**src/rtl/risc16_decode_stage_pkg.sv**
```systemverilog
// rtl/risc16_decode_stage_pkg.sv - RiSC-16 decode stage types, opcodes and ALU function codes
package risc16_decode_stage_pkg;

  localparam int WORD_LENGTH   = 16;
  localparam int REG_ADDR_LEN  = 3;
  localparam int NUM_REGS      = 8;
  localparam int ALU_FUNCT_LEN = 2;

  localparam logic [ALU_FUNCT_LEN-1:0] ALU_ADD   = 2'd0;
  localparam logic [ALU_FUNCT_LEN-1:0] ALU_NAND  = 2'd1;
  localparam logic [ALU_FUNCT_LEN-1:0] ALU_PASS1 = 2'd2;
  localparam logic [ALU_FUNCT_LEN-1:0] ALU_EQ    = 2'd3;

  typedef enum logic [2:0] {
    OP_ADD  = 3'd0,
    OP_ADDI = 3'd1,
    OP_NAND = 3'd2,
    OP_LUI  = 3'd3,
    OP_SW   = 3'd4,
    OP_LW   = 3'd5,
    OP_BEQ  = 3'd6,
    OP_JALR = 3'd7
  } opcode_t;

  typedef logic [WORD_LENGTH-1:0]  word_t;
  typedef logic [REG_ADDR_LEN-1:0] reg_addr_t;

  typedef struct packed {
    word_t                    src1;
    word_t                    src2;
    logic [ALU_FUNCT_LEN-1:0] funct;
    opcode_t                  op;
    word_t                    aux;
    word_t                    imm;
    word_t                    pc;
    reg_addr_t                dest;
    logic                     wb_en;
  } ex_bundle_t;

  function automatic word_t sext7(input logic [6:0] v);
    return {{(WORD_LENGTH-7){v[6]}}, v};
  endfunction

endpackage

```
**src/rtl/risc16_decode_stage_if.sv**
```systemverilog
// rtl/risc16_decode_stage_if.sv - instruction, execute-bundle and write-back signals of the decode stage
interface risc16_decode_stage_if;
  import risc16_decode_stage_pkg::*;

  word_t                    instr;
  word_t                    instr_pc;
  logic                     instr_valid;
  logic                     instr_ready;
  word_t                    ex_src1;
  word_t                    ex_src2;
  logic [ALU_FUNCT_LEN-1:0] ex_funct;
  logic [2:0]               ex_op;
  word_t                    ex_aux;
  word_t                    ex_imm;
  word_t                    ex_pc;
  reg_addr_t                ex_dest;
  logic                     ex_wb_en;
  logic                     ex_valid;
  logic                     ex_ready;
  logic                     wb_en;
  reg_addr_t                wb_addr;
  word_t                    wb_data;
  logic                     flush;

  // slave: the decode stage itself; master: fetch, execute and write-back around it
  modport slave (
    input  instr, instr_pc, instr_valid, ex_ready, wb_en, wb_addr, wb_data, flush,
    output instr_ready, ex_src1, ex_src2, ex_funct, ex_op, ex_aux, ex_imm, ex_pc,
           ex_dest, ex_wb_en, ex_valid
  );

  modport master (
    output instr, instr_pc, instr_valid, ex_ready, wb_en, wb_addr, wb_data, flush,
    input  instr_ready, ex_src1, ex_src2, ex_funct, ex_op, ex_aux, ex_imm, ex_pc,
           ex_dest, ex_wb_en, ex_valid
  );

endinterface

```
**src/rtl/risc16_regfile.sv**
```systemverilog
// rtl/risc16_regfile.sv - 8x16 register file, two read ports with write bypass, r0 reads zero
module risc16_regfile
  import risc16_decode_stage_pkg::*;
(
  input  logic      clk,
  input  logic      rst,
  input  reg_addr_t rd_a_addr,
  output word_t     rd_a_data,
  input  reg_addr_t rd_b_addr,
  output word_t     rd_b_data,
  input  logic      wr_en,
  input  reg_addr_t wr_addr,
  input  word_t     wr_data
);

  word_t regs_q [NUM_REGS];
  word_t regs_d [NUM_REGS];

  always_comb begin
    regs_d = regs_q;
    if (wr_en && wr_addr != '0) regs_d[wr_addr] = wr_data;
    regs_d[0] = '0;
  end

  always_ff @(posedge clk) begin
    if (rst) regs_q <= '{default: '0};
    else     regs_q <= regs_d;
  end

  always_comb begin
    rd_a_data = regs_q[rd_a_addr];
    if (wr_en && wr_addr == rd_a_addr) rd_a_data = wr_data;
    if (rd_a_addr == '0)               rd_a_data = '0;
    rd_b_data = regs_q[rd_b_addr];
    if (wr_en && wr_addr == rd_b_addr) rd_b_data = wr_data;
    if (rd_b_addr == '0)               rd_b_data = '0;
  end

endmodule

```
**src/rtl/risc16_decode_stage.sv**
```systemverilog
// rtl/risc16_decode_stage.sv - RiSC-16 decode/operand fetch with scoreboard hazard stall and flush
module risc16_decode_stage
  import risc16_decode_stage_pkg::*;
(
  input logic                  clk,
  input logic                  rst,
  risc16_decode_stage_if.slave bus
);

  opcode_t    op;
  reg_addr_t  ra, rb, rc;
  reg_addr_t  rd_a_addr, rd_b_addr;
  word_t      rd_a_data, rd_b_data;
  word_t      simm;
  logic       uses_a, uses_b, writes_rd;
  logic       hazard, accept;
  logic [NUM_REGS-1:0] wb_clear, blocked;

  ex_bundle_t          nxt;
  ex_bundle_t          ex_q, ex_d;
  logic                ex_valid_q, ex_valid_d;
  logic [NUM_REGS-1:0] sb_q, sb_d;

  assign op   = opcode_t'(bus.instr[15:13]);
  assign ra   = bus.instr[12:10];
  assign rb   = bus.instr[9:7];
  assign rc   = bus.instr[2:0];
  assign simm = sext7(bus.instr[6:0]);

  assign rd_a_addr = (op == OP_BEQ) ? ra : rb;
  assign rd_b_addr = (op == OP_ADD || op == OP_NAND) ? rc : (op == OP_SW) ? ra : rb;
  assign uses_a    = (op != OP_LUI);
  assign uses_b    = (op == OP_ADD) || (op == OP_NAND) || (op == OP_SW) || (op == OP_BEQ);
  assign writes_rd = (op != OP_SW) && (op != OP_BEQ) && (ra != '0);

  risc16_regfile u_regfile (
    .clk       (clk),
    .rst       (rst),
    .rd_a_addr (rd_a_addr),
    .rd_a_data (rd_a_data),
    .rd_b_addr (rd_b_addr),
    .rd_b_data (rd_b_data),
    .wr_en     (bus.wb_en),
    .wr_addr   (bus.wb_addr),
    .wr_data   (bus.wb_data)
  );

  // A pending register being written back this cycle is satisfied by the read bypass.
  assign wb_clear = bus.wb_en ? (NUM_REGS'(1) << bus.wb_addr) : '0;
  assign blocked  = sb_q & ~wb_clear;
  assign hazard   = (uses_a && blocked[rd_a_addr]) || (uses_b && blocked[rd_b_addr]) ||
                    (writes_rd && blocked[ra]);

  assign bus.instr_ready = ~rst & ~bus.flush & ~hazard & (~ex_valid_q | bus.ex_ready);
  assign accept          = bus.instr_valid & bus.instr_ready;

  always_comb begin
    nxt       = '0;
    nxt.op    = op;
    nxt.pc    = bus.instr_pc;
    nxt.dest  = ra;
    nxt.wb_en = writes_rd;
    case (op)
      OP_ADD, OP_NAND: begin
        nxt.src1  = rd_a_data;
        nxt.src2  = rd_b_data;
        nxt.funct = (op == OP_NAND) ? ALU_NAND : ALU_ADD;
      end
      OP_ADDI, OP_LW: begin
        nxt.src1  = rd_a_data;
        nxt.src2  = simm;
        nxt.funct = ALU_ADD;
      end
      OP_LUI: begin
        nxt.src1  = {bus.instr[9:0], 6'b0};
        nxt.funct = ALU_PASS1;
      end
      OP_SW: begin
        nxt.src1  = rd_a_data;
        nxt.src2  = simm;
        nxt.funct = ALU_ADD;
        nxt.aux   = rd_b_data;
      end
      OP_BEQ: begin
        nxt.src1  = rd_a_data;
        nxt.src2  = rd_b_data;
        nxt.funct = ALU_EQ;
        nxt.imm   = simm;
      end
      default: begin
        nxt.src1  = bus.instr_pc + 16'd1;
        nxt.funct = ALU_PASS1;
        nxt.aux   = rd_b_data;
      end
    endcase
  end

  // Set after clear: a same-cycle write-back to the new dest leaves it pending for the new writer.
  always_comb begin
    ex_d       = ex_q;
    ex_valid_d = ex_valid_q;
    sb_d       = sb_q & ~wb_clear;
    if (bus.flush) begin
      ex_valid_d = 1'b0;
      if (ex_valid_q && !bus.ex_ready && ex_q.wb_en) sb_d[ex_q.dest] = 1'b0;
    end else if (accept) begin
      ex_d       = nxt;
      ex_valid_d = 1'b1;
      if (nxt.wb_en) sb_d[nxt.dest] = 1'b1;
    end else if (bus.ex_ready) begin
      ex_valid_d = 1'b0;
    end
    sb_d[0] = 1'b0;
  end

  always_ff @(posedge clk) begin
    if (rst) begin
      ex_q       <= '0;
      ex_valid_q <= 1'b0;
      sb_q       <= '0;
    end else begin
      ex_q       <= ex_d;
      ex_valid_q <= ex_valid_d;
      sb_q       <= sb_d;
    end
  end

  assign bus.ex_src1  = ex_q.src1;
  assign bus.ex_src2  = ex_q.src2;
  assign bus.ex_funct = ex_q.funct;
  assign bus.ex_op    = ex_q.op;
  assign bus.ex_aux   = ex_q.aux;
  assign bus.ex_imm   = ex_q.imm;
  assign bus.ex_pc    = ex_q.pc;
  assign bus.ex_dest  = ex_q.dest;
  assign bus.ex_wb_en = ex_q.wb_en;
  assign bus.ex_valid = ex_valid_q;

endmodule

```
**src/flat_wrapper.sv**
```systemverilog
// flat-port wrapper written by rule: the top's interface ports become plain ports
module risc16_decode_stage_flat import risc16_decode_stage_pkg::*;
  (clk, rst, bus_instr, bus_instr_pc, bus_instr_valid, bus_ex_ready, bus_wb_en, bus_wb_addr, bus_wb_data, bus_flush, bus_instr_ready, bus_ex_src1, bus_ex_src2, bus_ex_funct, bus_ex_op, bus_ex_aux, bus_ex_imm, bus_ex_pc, bus_ex_dest, bus_ex_wb_en, bus_ex_valid);
  risc16_decode_stage_if bus_i ();
  input logic clk;
  input logic rst;
  input wire logic [$bits(bus_i.instr)-1:0] bus_instr;
  input wire logic [$bits(bus_i.instr_pc)-1:0] bus_instr_pc;
  input wire logic [$bits(bus_i.instr_valid)-1:0] bus_instr_valid;
  input wire logic [$bits(bus_i.ex_ready)-1:0] bus_ex_ready;
  input wire logic [$bits(bus_i.wb_en)-1:0] bus_wb_en;
  input wire logic [$bits(bus_i.wb_addr)-1:0] bus_wb_addr;
  input wire logic [$bits(bus_i.wb_data)-1:0] bus_wb_data;
  input wire logic [$bits(bus_i.flush)-1:0] bus_flush;
  output wire logic [$bits(bus_i.instr_ready)-1:0] bus_instr_ready;
  output wire logic [$bits(bus_i.ex_src1)-1:0] bus_ex_src1;
  output wire logic [$bits(bus_i.ex_src2)-1:0] bus_ex_src2;
  output wire logic [$bits(bus_i.ex_funct)-1:0] bus_ex_funct;
  output wire logic [$bits(bus_i.ex_op)-1:0] bus_ex_op;
  output wire logic [$bits(bus_i.ex_aux)-1:0] bus_ex_aux;
  output wire logic [$bits(bus_i.ex_imm)-1:0] bus_ex_imm;
  output wire logic [$bits(bus_i.ex_pc)-1:0] bus_ex_pc;
  output wire logic [$bits(bus_i.ex_dest)-1:0] bus_ex_dest;
  output wire logic [$bits(bus_i.ex_wb_en)-1:0] bus_ex_wb_en;
  output wire logic [$bits(bus_i.ex_valid)-1:0] bus_ex_valid;
  assign bus_i.instr = bus_instr;
  assign bus_i.instr_pc = bus_instr_pc;
  assign bus_i.instr_valid = bus_instr_valid;
  assign bus_i.ex_ready = bus_ex_ready;
  assign bus_i.wb_en = bus_wb_en;
  assign bus_i.wb_addr = bus_wb_addr;
  assign bus_i.wb_data = bus_wb_data;
  assign bus_i.flush = bus_flush;
  assign bus_instr_ready = bus_i.instr_ready;
  assign bus_ex_src1 = bus_i.ex_src1;
  assign bus_ex_src2 = bus_i.ex_src2;
  assign bus_ex_funct = bus_i.ex_funct;
  assign bus_ex_op = bus_i.ex_op;
  assign bus_ex_aux = bus_i.ex_aux;
  assign bus_ex_imm = bus_i.ex_imm;
  assign bus_ex_pc = bus_i.ex_pc;
  assign bus_ex_dest = bus_i.ex_dest;
  assign bus_ex_wb_en = bus_i.ex_wb_en;
  assign bus_ex_valid = bus_i.ex_valid;
  risc16_decode_stage u_core (.clk(clk), .rst(rst), .bus(bus_i));
endmodule
```
**config.mk**
```make
export PLATFORM = sky130hd
export DESIGN_NAME = risc16_decode_stage_flat
export DESIGN_NICKNAME = d
export VERILOG_FILES = /design/src/rtl/risc16_decode_stage_pkg.sv /design/src/rtl/risc16_decode_stage_if.sv /design/src/rtl/risc16_regfile.sv /design/src/rtl/risc16_decode_stage.sv /design/src/flat_wrapper.sv
export SDC_FILE = /design/constraint.sdc
export NUM_CORES = 1
export LEC_CHECK = 0
export ABC_AREA = 0
export BUFFER_PORTS_ARGS = -buffer_cell sky130_fd_sc_hd__buf_2
export CAP_MARGIN = 20
export CORE_UTILIZATION = 29
export DETAILED_ROUTE_END_ITERATION = 7
export PLACE_DENSITY_LB_ADDON = 0.08
export SLEW_MARGIN = 25
export SYNTH_ARGS = -nofsm -noshare
export SYNTH_HDL_FRONTEND = slang
export SYNTH_SLANG_ARGS = --single-unit
```
**constraint.sdc**
```tcl
create_clock -name clk -period 2.89 [get_ports clk]
set_clock_uncertainty 0.2 [all_clocks]
set_input_delay 0.289 -clock clk [delete_from_list [all_inputs] [get_ports clk]]
set_output_delay 0.289 -clock clk [all_outputs]
set_load 0.05 [all_outputs]
```
==> run_results.csv, run 1 <==
group,metric,value,unit
drt,wl,45000,um
synthesis,synthTopCellsByArea,"dfxtp_1, nand2_1, a21oi_1",
power,ir_worst_vdd,0.329,mV
clock_tree,cts_tree,"done",
power,power_density,488,nW/um^2
placement,post-dp-hpwl,33400,um
synthesis,yosys.area.top_type,"dfxtp_1",
drt,detail-route-antenna-nets,0,
timing,worst_pin_slew,746,ps
synthesis,synthArstFlopShare,0,
drt,first_iter_violations,937,
grt,grt_pass1_wl,68100,um
worst_setup_path,cp_data_required_time,2400,ps
min_path,min_path_cells,4,
synthesis,synth_xor_area_frac,0.0111,
floorplanning,core-area,37500,um^2
worst_setup_path,worstSetupPathType,"in2out",
worst_setup_path,critical_path.max_fanout,9,
worst_setup_path,critPathSlowestCell,"o32a_1",
status,status,"finished clean",
synthesis,ys_seq_elements,200,
timing,drv_slew,0,
worst_setup_path,cp_slowest_stage_delay,400,ps
timing,setup_violations,0,
floorplanning,rows,71,
grt,grt_max_degree,144,
floorplanning,floorplan.initialDensity,0.294,
timing,relSlewSlack,0.503,
power,finalPower,6.90,mW
grt,overflow,0,
cells_and_area,fin_cells,2203,
synthesis,synth_warnings,0,
job,cap_violations,0,
grt,grt_usage,0.233,
timing,fin_crit,2790,ps
synthesis,netlist_area,11000,um^2
power,comb_power_share,0.221,
worst_setup_path,cp-end-kind,"output pin",
power,clkPwrFrac,0.364,
power,leakage,5.40,nW
placement,dp_cells,2131,
timing,fin_tns_setup,0,ps
drt,vias_per_cell,5.16,
cells_and_area,syn2layout_area_growth,28.6,%
synthesis,muxShareOfSynthArea,0.0665,
synthesis,synthAdderAreaFrac,0.00114,
placement,place.gp.congestion,0.852,
clock_tree,hold_buffers,40,
clock_tree,cts.path.max_buffers,2,
floorplanning,die_area,38800,um^2
cells_and_area,final_cell_mix,"nand2_1, dfxtp_1, a21oi_1, buf_2, buf_4",
power,p_int,4.63,mW
min_path,hold_path.class,"in2reg",
worst_setup_path,rr_worst_depth,8,
synthesis,synthFlopType,"dfxtp_1",
synthesis,synthSimpleGateAreaFrac,0.249,
clock_tree,ctsHtreeMaxLevel,4,
clock_tree,clkSlewWorstSetupHoldPaths,70,ps
timing,timing.fmax,359,MHz
drt,dr.pass1.iters,5,
clock_tree,insertion_delay,470,ps
clock_tree,cts-root-buf,"clkbuf_16",
power,power_frac_seq,0.415,
grt,grt_antenna_before_repair,0,
synthesis,synth_compound_area_frac,0.240,
synthesis,yosysSeqAreaShare,0.364,
timing,finalCritPeriodShare,0.965,
clock_tree,post_cts_buffers,0,
synthesis,synth.distinct_cells,75,
placement,io_buffer_count,147,
timing,whs,41.8,ps
placement,dpl_cell_area,13200,um^2
floorplanning,chipWidth,197,um
worst_setup_path,worst_path_most_repeated_cell,"buf_2",
drt,vias,11372,
worst_setup_path,crit_path_cell_trace,"buf_2, or2_4, o32a_1, nand2_2, o2111ai_1, nand4_1, and3_1, buf_2",
cells_and_area,final_net_count,1737,
floorplanning,io_pins,148,
drt,drc_errors,0,
synthesis,syn_nets,1520,
synthesis,syn_area_per_cell,7.53,um^2
power,switching_share,0.330,
cells_and_area,drive_gt1_frac,0.240,
synthesis,syn_inst,1462,
synthesis,synth_enable_flop_cells,0,
cells_and_area,fin_area,14200,um^2
clock_tree,cts_made_buffers,17,
cells_and_area,num_antenna_cells,0,
floorplanning,die_height,197,um
clock_tree,clock_sinks,200,
synthesis,synth_top_area_share,0.364,
worst_setup_path,worstPathArrival,2300,ps
clock_tree,cts_resized,0,
worst_setup_path,crit_path_start_kind,"input port",
drt,wl_per_cell,20.4,um
synthesis,synth_top_family_by_area,"simple AND/OR/NAND/NOR gates",
timing,hold_violations,0,
power,power_switching,2.28,mW
cells_and_area,final_common_cell,"nand2_1",
timing,rsz0062_at_grt,"false",
grt,grt_pass1_vias,10719,
[metrics by stage]
step	worst slack, ps	utilization
finish	101	0.378
global route	44.7	0.378
global placement	-236	0.351
floorplan	298	-
detailed placement	-249	0.351
CTS	107	0.378
[power groups by stage]
stage	logic, mW	registers [mW]	clock network [mW]
2_1_floorplan	0.714	3.03	0
3_3_place_gp	1.47	2.93	0
3_5_place_dp	1.47	2.93	0
4_1_cts	1.52	2.86	2.58
5_1_grt	1.62	2.87	2.67
6_report	1.52	2.87	2.52
[synthesized netlist by cell type (9+ instances only)]
master / number
nor2_1: 74
mux2_2: 19
o211ai_1: 13
nand3_1: 102
a22oi_1: 19
inv_1: 9
a221oi_1: 22
buf_2: 33
clkbuf_1: 82
mux2i_1: 49
a211oi_1: 23
o31ai_1: 10
dfxtp_1: 200
o31ai_4: 9
buf_4: 15
o21ai_0: 48
nand2_1: 341
buf_1: 12
nor3_1: 38
a21oi_1: 196
[final cells by class]
| class | instances | area, um^2 |
|---|---|---|
| clock buffers | 17 | 425 |
| clock inverters | 15 | 180 |
| fillers | 4007 | 23300 |
| inverters | 11 | 41.3 |
| multi-input cells | 1101 | 6330 |
| flip-flops and latches | 200 | 4000 |
| well taps | 511 | 639 |
| repair buffers | 348 | 2540 |
[worst paths after layout]
check                               startpoint                             endpoint  slack (ps)
max                              bus_instr[13]                      bus_instr_ready         100
min                                        rst            u_core.sb_q[6]$_SDFF_PP0_          40
max reg2reg          u_core.sb_q[5]$_SDFF_PP0_  u_core.bus.ex_src1[13]$_SDFFE_PP0P_         530
min reg2reg  u_core.bus.ex_imm[3]$_SDFFE_PP0P_    u_core.bus.ex_imm[3]$_SDFFE_PP0P_         250
[kinds of logic (layout without fill, tap and decap cells)]
| logic type | count (synthesis) | in the layout |
|---|---|---|
| multiplexers | 70 | 70 |
| AO/OA/AOI/OAI | 400 | 400 |
| flip-flops | 200 | 200 |
| adder cells (fa/ha/maj) | 1 | 1 |
| buffers and inverters | 161 | 391 |
| AND/OR/NAND/NOR | 616 | 616 |
| XOR/XNOR | 14 | 14 |
[state kept, by name, indices dropped and copies added, names as in the netlist]
| signal | cells |
|---|---|
| u_core.bus.ex_aux | 16 |
| u_core.bus.ex_dest | 3 |
| u_core.bus.ex_funct | 2 |
| u_core.bus.ex_imm | 7 |
| u_core.bus.ex_op | 3 |
| u_core.bus.ex_pc | 16 |
| u_core.bus.ex_src1 | 16 |
| u_core.bus.ex_src2 | 16 |
| u_core.bus.ex_valid | 1 |
| u_core.bus.ex_wb_en | 1 |
| u_core.sb_q | 7 |
| u_core.u_regfile.regs_q | 112 |
[critical path: cells and delay by family]
family          cells  cell delay [ps]
compound gates      2              570
buf+inv             2              410
simple gates        4             1020
[per-layer routing]
layer  track usage  share of wire
met1         0.337           0.49
met4        0.0626          0.017
met3        0.0344          0.048
met5             0              0
met2         0.359           0.44
No activity file was read; power rests on OpenSTA's default activity.
==> run 2, diff against run 1 <==
==> constraint.sdc (replaced) <==
create_clock -name clk -period 2.88 [get_ports clk]
set_clock_uncertainty 0.2 [all_clocks]
set_input_delay 0.288 -clock clk [delete_from_list [all_inputs] [get_ports clk]]
set_output_delay 0.288 -clock clk [all_outputs]
set_load 0.05 [all_outputs]
==> run 2 against run 1 <==
  * Combinational power about the same
  * Worst setup slack worse by 24 ps
  * Utilization about the same
  * Sequential power about the same
  * Non-clock buffer count up 3
  * Clock-buffer cell count unchanged
  * Critical path depth unchanged
  * Wire length up 0.15%
  * Global-route usage down 0.25 points
  * Clock power down 2%
==> run_results.csv, run 2 (synthesis gave the netlist of run 1 again) <==
group,metric,value,unit
worst_setup_path,cp-end-kind,"output pin",
power,p_int,4.63,mW
min_path,hold_path.class,"in2reg",
drt,vias,11388,
min_path,min_path_cells,4,
timing,whs,64.2,ps
status,status,"finished clean",
cells_and_area,num_antenna_cells,0,
power,power_frac_seq,0.418,
clock_tree,clock_sinks,200,
cells_and_area,syn2layout_area_growth,28.5,%
cells_and_area,fin_area,14200,um^2
power,switching_share,0.326,
power,power_density,485,nW/um^2
drt,first_iter_violations,933,
floorplanning,core-area,37500,um^2
job,cap_violations,0,
cells_and_area,largest_register,"u_core.u_regfile.regs_q",
power,leakage,5.40,nW
placement,dpl_cell_area,13200,um^2
worst_setup_path,r2r-start,"u_core.sb_q[1]$_SDFF_PP0_",
timing,setup_violations,0,
floorplanning,die_area,38800,um^2
timing,worst_pin_slew,870,ps
min_path,min_to,"u_core.sb_q[6]$_SDFF_PP0_",
placement,place.gp.congestion,0.849,
clock_tree,cts-root-buf,"clkbuf_16",
drt,wl_per_cell,20.5,um
timing,drv_slew,0,
cells_and_area,final_net_count,1740,
clock_tree,cts.path.max_buffers,2,
drt,drc_errors,0,
grt,grt_usage,0.231,
grt,grt_max_degree,142,
timing,relSlewSlack,0.420,
drt,detail-route-antenna-nets,0,
cells_and_area,final_common_cell,"nand2_1",
drt,vias_per_cell,5.16,
floorplanning,rows,71,
grt,overflow,0,
worst_setup_path,critical_path.max_fanout,9,
clock_tree,clkSlewWorstSetupHoldPaths,70,ps
grt,grt_antenna_before_repair,0,
worst_setup_path,crit_path_start_kind,"input port",
clock_tree,cts_made_buffers,17,
clock_tree,cts_tree,"done",
power,power_switching,2.24,mW
worst_setup_path,cp_data_required_time,2390,ps
min_path,hp-start,"rst",
cells_and_area,final_cell_mix,"nand2_1, dfxtp_1, a21oi_1, buf_4, buf_2",
power,clkPwrFrac,0.359,
worst_setup_path,ff2ff_setup_slack,500,ps
worst_setup_path,worstReg2RegEnd,"u_core.bus.ex_pc[6]$_SDFFE_PP0P_",
placement,post-dp-hpwl,33400,um
worst_setup_path,worstPathArrival,2310,ps
grt,grt_pass1_wl,67300,um
worst_setup_path,worstSetupPathType,"in2out",
timing,timing.fmax,357,MHz
cells_and_area,drive_gt1_frac,0.242,
drt,dr.pass1.iters,7,
timing,hold_violations,0,
worst_setup_path,rr_worst_depth,8,
clock_tree,ctsHtreeMaxLevel,4,
grt,grt_pass1_vias,10628,
floorplanning,die_height,197,um
drt,wl,45100,um
cells_and_area,largest_register_ff_count,112,
floorplanning,chipWidth,197,um
placement,io_buffer_count,147,
timing,fin_tns_setup,0,ps
timing,fin_crit,2800,ps
clock_tree,insertion_delay,460,ps
floorplanning,io_pins,148,
power,comb_power_share,0.223,
timing,rsz0062_at_grt,"false",
timing,finalCritPeriodShare,0.973,
floorplanning,floorplan.initialDensity,0.294,
clock_tree,post_cts_buffers,0,
power,ir_worst_vdd,0.346,mV
==> run 2: power groups by stage <==
stage	registers [mW]	clock network [mW]	logic (mW)
2_1_floorplan	3.04	0	0.717
3_3_place_gp	2.94	0	1.48
5_1_grt	2.88	2.62	1.64
6_report	2.87	2.46	1.53
4_1_cts	2.87	2.53	1.53
3_5_place_dp	2.94	0	1.48
==> run 2: worst max-delay path, stage by stage <==
cell and delay (ps):
buf_2 140, or2_4 290, o32a_1 400, nand2_2 260, o2111ai_1 160, nand4_1 240
and3_1 250, buf_2 280
==> run 2: what timing repair did <==
item	4_1_cts	5_1_grt
endpoints found under the setup margin	0	2
gates resized for setup	0	2
hold buffers	40	0
hold endpoints to repair	121	0
==> run 2: stage by stage <==
step	power [mW]	instances	setup WS, ps	util
6_report	6.87	2205	77.5	0.378
5_1_grt	7.14	2205	31.4	0.378
4_1_cts	6.93	2205	86.4	0.377
3_5_place_dp	4.42	2134	-242	0.351
3_3_place_gp	4.42	2134	-243	0.351
2_1_floorplan	3.75	1462	289	-
==> run 2: layout make-up <==
| type | instances | area (um^2) |
|---|---|---|
| fillers | 3980 | 23300 |
| multi-input cells | 1101 | 6340 |
| flip-flops and latches | 200 | 4000 |
| repair buffers | 351 | 2550 |
| well taps | 511 | 639 |
| clock buffers | 17 | 425 |
| clock inverters | 14 | 156 |
| inverters | 11 | 41.3 |
==> run 2: worst max path at each step <==
| stage | start | to | slack (ps) | depth (start not counted) |
|---|---|---|---|---|
| 3_5_place_dp | bus_instr[13] | u_core.bus.ex_src2[5]$_SDFFE_PP0P_ | -240 | 12 |
| 2_1_floorplan | bus_instr[13] | u_core.bus.ex_aux[10]$_SDFFE_PP0P_ | 290 | 10 |
| 4_1_cts | bus_instr[13] | bus_instr_ready | 90 | 8 |
| 5_1_grt | bus_instr[13] | bus_instr_ready | 30 | 9 |
| 3_3_place_gp | bus_instr[15] | u_core.bus.ex_src2[5]$_SDFFE_PP0P_ | -240 | 9 |
| 6_report | bus_instr[13] | bus_instr_ready | 80 | 8 |
==> run 2: metal layers <==
layer | vias to the layer above | track usage | part of all wire
met5 | - | 0 | 0
met2 | 377 | 0.363 | 0.44
li1 | 5584 | - | -
met3 | 31 | 0.0337 | 0.057
met4 | 0 | 0.0635 | 0.016
met1 | 5396 | 0.327 | 0.48
